==> src/rtl/ara_pkg.sv <==
// Shared types and constants for the global load/store AXI path.
// Imported by the burst sequencer and its burst-length calculator.
package ara_pkg;

  localparam int unsigned PageBytes = 4096;

  typedef logic [7:0] axi_len_t;

  typedef enum logic [1:0] {
    EW8  = 2'd0,
    EW16 = 2'd1,
    EW32 = 2'd2,
    EW64 = 2'd3
  } vew_e;

  typedef enum logic [1:0] {
    S_IDLE,
    S_ISSUE,
    S_DRAIN_ZERO
  } gbs_state_e;

endpackage

==> src/rtl/global_burst_calc.sv <==
// Combinational length of the next INCR burst starting at cur_i.
// Limited by MaxAxiBurst, the last beat endb_i and the 4 KiB page.
module global_burst_calc
  import ara_pkg::*;
#(
  parameter int unsigned AxiAddrWidth = 64,
  parameter int unsigned AxiDataWidth = 128,
  parameter int unsigned MaxAxiBurst  = 16
) (
  input  logic [AxiAddrWidth-1:0] cur_i,
  input  logic [AxiAddrWidth-1:0] endb_i,
  output logic [AxiAddrWidth-1:0] beats_o,
  output logic                    last_o
);

  localparam int unsigned Size =
    $clog2(AxiDataWidth / 8);

  logic [AxiAddrWidth-1:0] w_end;
  logic [AxiAddrWidth-1:0] w_page;
  logic [AxiAddrWidth-1:0] w_max;
  logic [12:0]             w_room;

  assign w_end  = ((endb_i - cur_i) >> Size)
                + AxiAddrWidth'(1);
  assign w_room = 13'(PageBytes)
                - {1'b0, cur_i[11:0]};
  assign w_page = AxiAddrWidth'(w_room >> Size);
  assign w_max  = AxiAddrWidth'(MaxAxiBurst);

  always_comb begin
    beats_o = w_max;
    if (w_end < beats_o) beats_o = w_end;
    if (w_page < beats_o) beats_o = w_page;
  end

  assign last_o = (beats_o == w_end);

endmodule

==> src/rtl/global_burst_sequencer.sv <==
// Splits one vector memory request into bus-aligned AXI INCR bursts,
// throttled by a count of bursts issued but not yet completed.
module global_burst_sequencer
  import ara_pkg::*;
#(
  parameter int unsigned AxiAddrWidth   = 64,
  parameter int unsigned AxiDataWidth   = 128,
  parameter int unsigned VlWidth        = 16,
  parameter int unsigned MaxAxiBurst    = 16,
  parameter int unsigned MaxOutstanding = 8
) (
  input  logic                    clk_i,
  input  logic                    rst_ni,
  input  logic                    req_valid_i,
  output logic                    req_ready_o,
  input  logic [AxiAddrWidth-1:0] req_addr_i,
  input  logic [VlWidth-1:0]      req_vl_i,
  input  logic [1:0]              req_vsew_i,
  output logic                    ax_valid_o,
  input  logic                    ax_ready_i,
  output logic [AxiAddrWidth-1:0] ax_addr_o,
  output logic [7:0]              ax_len_o,
  output logic                    ax_last_o,
  input  logic                    burst_done_i,
  output logic                    req_done_o,
  output logic [$clog2(MaxOutstanding+1)-1:0]
                                  outstanding_o
);

  localparam int unsigned AW   = AxiAddrWidth;
  localparam int unsigned CntW = $clog2(MaxOutstanding + 1);
  localparam int unsigned BeatBytes = AxiDataWidth / 8;
  localparam int unsigned Size = $clog2(BeatBytes);
  localparam logic [AW-1:0] AlignMask = ~AW'(BeatBytes - 1);

  gbs_state_e r_state, w_state_nxt;

  logic [AW-1:0]   r_cur, r_endb, r_ax_addr;
  axi_len_t        r_ax_len;
  logic            r_ax_last, r_ax_valid, r_more;
  logic [CntW-1:0] r_cnt, w_cnt_nxt;

  logic [AW-1:0] w_bytes, w_cur0, w_endb0;
  logic [AW-1:0] w_calc_cur, w_calc_endb, w_beats;
  logic          w_last, w_idle, w_start, w_hs;
  logic          w_done_eff, w_room, w_load, w_req_done;

  assign w_idle  = (r_state == S_IDLE);
  assign w_start = w_idle & req_valid_i & (|req_vl_i);
  assign w_bytes = AW'(req_vl_i) << req_vsew_i;
  assign w_cur0  = req_addr_i & AlignMask;
  assign w_endb0 = (req_addr_i + w_bytes - AW'(1))
                 & AlignMask;

  // Compute the first burst straight from the request so the
  // first ax_valid_o appears the cycle after acceptance.
  assign w_calc_cur  = w_idle ? w_cur0 : r_cur;
  assign w_calc_endb = w_idle ? w_endb0 : r_endb;

  global_burst_calc #(
    .AxiAddrWidth (AxiAddrWidth),
    .AxiDataWidth (AxiDataWidth),
    .MaxAxiBurst  (MaxAxiBurst)
  ) i_calc (
    .cur_i   (w_calc_cur),
    .endb_i  (w_calc_endb),
    .beats_o (w_beats),
    .last_o  (w_last)
  );

  assign w_hs       = r_ax_valid & ax_ready_i;
  assign w_done_eff = burst_done_i & (r_cnt != '0);

  always_comb begin
    w_cnt_nxt = r_cnt;
    if (w_hs & ~w_done_eff)
      w_cnt_nxt = r_cnt + CntW'(1);
    else if (~w_hs & w_done_eff)
      w_cnt_nxt = r_cnt - CntW'(1);
  end

  assign w_room = w_cnt_nxt < CntW'(MaxOutstanding);
  assign w_load = w_room & (w_start
                | ((r_state == S_ISSUE) & r_more
                   & (~r_ax_valid | w_hs)));

  always_comb begin
    w_state_nxt = r_state;
    w_req_done  = 1'b0;
    unique case (r_state)
      S_IDLE: begin
        if (req_valid_i)
          w_state_nxt = (|req_vl_i) ? S_ISSUE
                                    : S_DRAIN_ZERO;
      end
      S_ISSUE: begin
        if (w_hs & r_ax_last) begin
          w_req_done  = 1'b1;
          w_state_nxt = S_IDLE;
        end
      end
      S_DRAIN_ZERO: begin
        w_req_done  = 1'b1;
        w_state_nxt = S_IDLE;
      end
      default: w_state_nxt = S_IDLE;
    endcase
  end

  always_ff @(posedge clk_i or negedge rst_ni) begin
    if (!rst_ni) begin
      r_state <= S_IDLE;
      r_cnt   <= '0;
    end else begin
      r_state <= w_state_nxt;
      r_cnt   <= w_cnt_nxt;
    end
  end

  // r_cur always points at the next burst still to be loaded.
  always_ff @(posedge clk_i or negedge rst_ni) begin
    if (!rst_ni) begin
      r_cur      <= '0;
      r_endb     <= '0;
      r_more     <= 1'b0;
      r_ax_addr  <= '0;
      r_ax_len   <= '0;
      r_ax_last  <= 1'b0;
      r_ax_valid <= 1'b0;
    end else if (w_load) begin
      r_ax_addr  <= w_calc_cur;
      r_ax_len   <= axi_len_t'(w_beats - AW'(1));
      r_ax_last  <= w_last;
      r_ax_valid <= 1'b1;
      r_cur      <= w_calc_cur + (w_beats << Size);
      r_endb     <= w_calc_endb;
      r_more     <= ~w_last;
    end else begin
      if (w_hs) r_ax_valid <= 1'b0;
      if (w_start) begin
        r_cur  <= w_cur0;
        r_endb <= w_endb0;
        r_more <= 1'b1;
      end
    end
  end

  assign req_ready_o   = w_idle;
  assign ax_valid_o    = r_ax_valid;
  assign ax_addr_o     = r_ax_addr;
  assign ax_len_o      = r_ax_len;
  assign ax_last_o     = r_ax_last;
  assign req_done_o    = w_req_done;
  assign outstanding_o = r_cnt;

  a_done_underflow: assert property (
    @(posedge clk_i) disable iff (!rst_ni)
    !(burst_done_i && (r_cnt == '0))
  );

endmodule

==> config.mk <==
export PLATFORM = sky130hd
export DESIGN_NAME = global_burst_sequencer
export DESIGN_NICKNAME = d
export VERILOG_FILES = /design/src/rtl/ara_pkg.sv /design/src/rtl/global_burst_calc.sv /design/src/rtl/global_burst_sequencer.sv
export SDC_FILE = /design/constraint.sdc
export NUM_CORES = 1
export LEC_CHECK = 0
export ABC_AREA = 1
export CAP_MARGIN = 40
export CORE_MARGIN = 4
export CORE_UTILIZATION = 63
export CTS_CLUSTER_SIZE = 25
export DETAILED_ROUTE_END_ITERATION = 7
export PLACE_DENSITY = 0.91
export SYNTH_ARGS = -nofsm -noshare
export SYNTH_HDL_FRONTEND = slang
export SYNTH_HIERARCHICAL = 1
export SYNTH_SLANG_ARGS = --single-unit
==> constraint.sdc <==
create_clock -name clk_i -period 9.3 [get_ports clk_i]
set_input_delay 1.395 -clock clk_i [delete_from_list [all_inputs] [get_ports clk_i]]
set_output_delay 1.395 -clock clk_i [all_outputs]
set_load 0.02 [all_outputs]
==> flow_summary.json, run 1 <==
{
  "outcome": "aborted with a tool error",
  "failing_step": "global routing",
  "stop_error": "[ERROR GRT-0116] Global routing finished with congestion. Check the congestion regions in the DRC Viewer.",
  "hold_buffers": 0,
  "grt_pass1_wl_um": 422000,
  "grt_start_max_net_pins": 101,
  "port-buffer-count": 166,
  "die_w_um": 231,
  "clockBufferDepth": 3,
  "cts_made_buffers": 23,
  "grt_pass1_vias": 65300,
  "place_hpwl_um": 111000,
  "ioPinCount": 167,
  "avgSynthCellArea_um2": 5.51,
  "ys_warn_count": 6,
  "cts_sinks": 209,
  "dieHeight_um": 231,
  "synth_cells": 5660,
  "root_buffer": "clkbuf_16",
  "start_util": 0.637,
  "htreeDepth": 1,
  "place_ws_ns": -2.37,
  "grt_overflow_total": 4681,
  "track_usage": 1.04,
  "placementRows": 81,
  "dpl.cell_count": 7257,
  "synth_area_mm2": 0.0312,
  "place_congestion": 1.23
}
[per-stage QoR]
step                area [um^2]  utilization
global placement          39500        0.808
floorplan                 31400            -
CTS                       45200        0.923
detailed placement        39600        0.810
[routing by layer]
| metal | GRT overflow | track usage |
|---|---|---|
| met1 | 468 | 0.951 |
| met2 | 2767 | 1.22 |
| met5 | 46 | 0.824 |
| met3 | 373 | 0.934 |
| met4 | 1027 | 1.11 |
[repair_timing]
| action | CTS |
|---|---|
| cloned | 4 |
| buffers inserted | 165 |
| endpoints found under the setup margin | 70 |
| gates resized for setup | 1010 |
| pin swaps | 313 |
==> inputs of run 2 (changes only) <==
CORE_UTILIZATION = 40   (was 63)
CTS_CLUSTER_SIZE = not set   (was 25)
PLACE_DENSITY = not set   (was 0.91)
PLACE_DENSITY_LB_ADDON = 0.15   (was not set)
==> run 2 against run 1 <==
Effect of this change: the flow now finishes, with violations (setup timing); synthesized area unchanged; synthesized cell count stayed put.
==> flow_summary.json, run 2 <==
{
  "wl_um": 164000,
  "drt_pre_antenna_iters": 6,
  "clock_latency_ns": 0.61,
  "place_congestion": 1.04,
  "violations": "setup timing",
  "die_area_mm2": 0.0825,
  "slowest_stage": "fa_2",
  "finalClockSkew_ns": 0.0317,
  "outcome": "finished, violations left",
  "rsz0062_at_grt": "true",
  "ys_warn_count": 6,
  "r2r_cells": 55,
  "setup_viol": 54,
  "synth_area_mm2": 0.0312,
  "min_period_over_period": 1.06,
  "cts_sinks": 209,
  "holdWs_ns": 0.476,
  "clockBufferDepth": 3,
  "final_cell_mix": "nand2_1, buf_4, inv_1",
  "grt_pass1_wl_um": 233000,
  "start_kind": "input port",
  "hold_viol": 0,
  "place_hpwl_um": 127000,
  "detail_route.iter0.violations": 4070,
  "placementRows": 102,
  "grt_start_max_net_pins": 102,
  "fill_cells": 7064,
  "crit_path_max_incr_delay_ns": 0.42,
  "detail-route-antenna-nets": 0,
  "core_area_mm2": 0.0773,
  "cpMostUsedCell": "nand2_2",
  "final_max_slew_viol_count": 0,
  "drc_errors": 0,
  "track_usage": 0.365,
  "routedWlPerCell_um": 20.1,
  "crit_buf_inv": 16,
  "antenna_found_initial": 2,
  "min_period_ns": 9.86,
  "grt_pass1_vias": 39800,
  "crit_required_ns": 9.75,
  "avgSynthCellArea_um2": 5.51,
  "fin_nets": 7424,
  "slew_headroom": 0.369,
  "min_path_cells": 2,
  "hold_class": "flip-flop to flip-flop",
  "antenna_cells": 0,
  "layout-drive-gt1-share": 0.388,
  "ioPinCount": 167,
  "cts_tree": "yes",
  "vias": 43100,
  "arrival_ns": 10.31,
  "clk_pin_slew_ns": 0.07,
  "cp_max_fo": 8,
  "synthToLayoutAreaGrowth_pct": 65.8,
  "dieHeight_um": 287,
  "vias_per_cell": 5.27,
  "tightest_slew_ns": 0.947,
  "root_buffer": "clkbuf_16",
  "setup.worst_path.end_class": "flip-flop",
  "port-buffer-count": 166,
  "critPathTopFamily": "simple AND/OR/NAND/NOR gates",
  "htreeDepth": 1,
  "die_w_um": 287,
  "cts_made_buffers": 28,
  "synth_cells": 5660,
  "crit_cells": 68,
  "layout_setup_ws_ns": -0.555,
  "crit_type": "input port to flip-flop",
  "maxCapViolCount": 0,
  "start_util": 0.403,
  "grt_overflow_total": 0,
  "final_common_cell": "nand2_1",
  "max_freq_mhz": 101
}
-- run 2: worst paths after layout --
kind / endpoint / slack [ns] / from
max in group asynchronous: r_cur[61] / 7.16 / rst_ni
max: r_cur[50] / -0.56 / req_vsew_i[0]
min in group asynchronous: r_cur[11] / 0.78 / rst_ni
max reg2reg: r_cur[50] / 0.99 / r_state[0]
min: r_cur[25] / 0.48 / r_cur[25]
min reg2reg: r_cur[25] / 0.48 / r_cur[25]
-- run 2: area by class of cell --
cell class | count | area [um^2] | area share
clock buffer | 33 | 751 | 0.0145
tap | 1040 | 1300 | 0.0252
inverter | 973 | 3680 | 0.0711
timing repair buffer | 1520 | 12500 | 0.241
clock inverter | 19 | 245 | 0.00474
multi-input combinational | 4386 | 28100 | 0.543
sequential | 209 | 5230 | 0.101
-- run 2: layer usage --
metal / global-route usage / vias to the layer above / share of wire
li1: - / 20700 / -
met1: 0.513 / 20300 / 0.43
met2: 0.561 / 1790 / 0.43
met3: 0.0591 / 334 / 0.088
met4: 0.138 / 4 / 0.052
met5: 0 / - / 0.00016
-- run 2: worst reg2reg max path, delay by kind of cell (launching register included) --
family	cells	cell delay [ns]
compound gates	5	0.85
xor+xnor	1	0.15
fa+ha+maj	4	1.28
buf+inv	19	2.51
flops	1	0.41
simple gates	26	3.00
-- run 2: through the flow --
step	setup TNS, ns	util	std cells	worst slack [ns]	instance area (um^2)
final	-19.68	0.669	8180	-0.555	51700
after global routing	-44.07	0.669	8180	-0.957	51700
after CTS	-19.56	0.607	8075	-0.556	46900
after detailed placement	-155.41	0.542	7877	-2.66	41900
after global placement	-160.50	0.542	7875	-2.75	41900
after floorplan	0	-	5713	0.0280	31400
-- run 2: repair_timing --
action	CTS	global route
setup endpoints to repair	70	69
cloned	2	3
hold buffers	0	0
pin swaps	243	489
resized for setup	821	1069
buffers inserted	146	113
Power of run 2 is left out: the tool's default activity adds up to more than one toggle a clock period on the data nets, which glitch-free logic cannot reach.
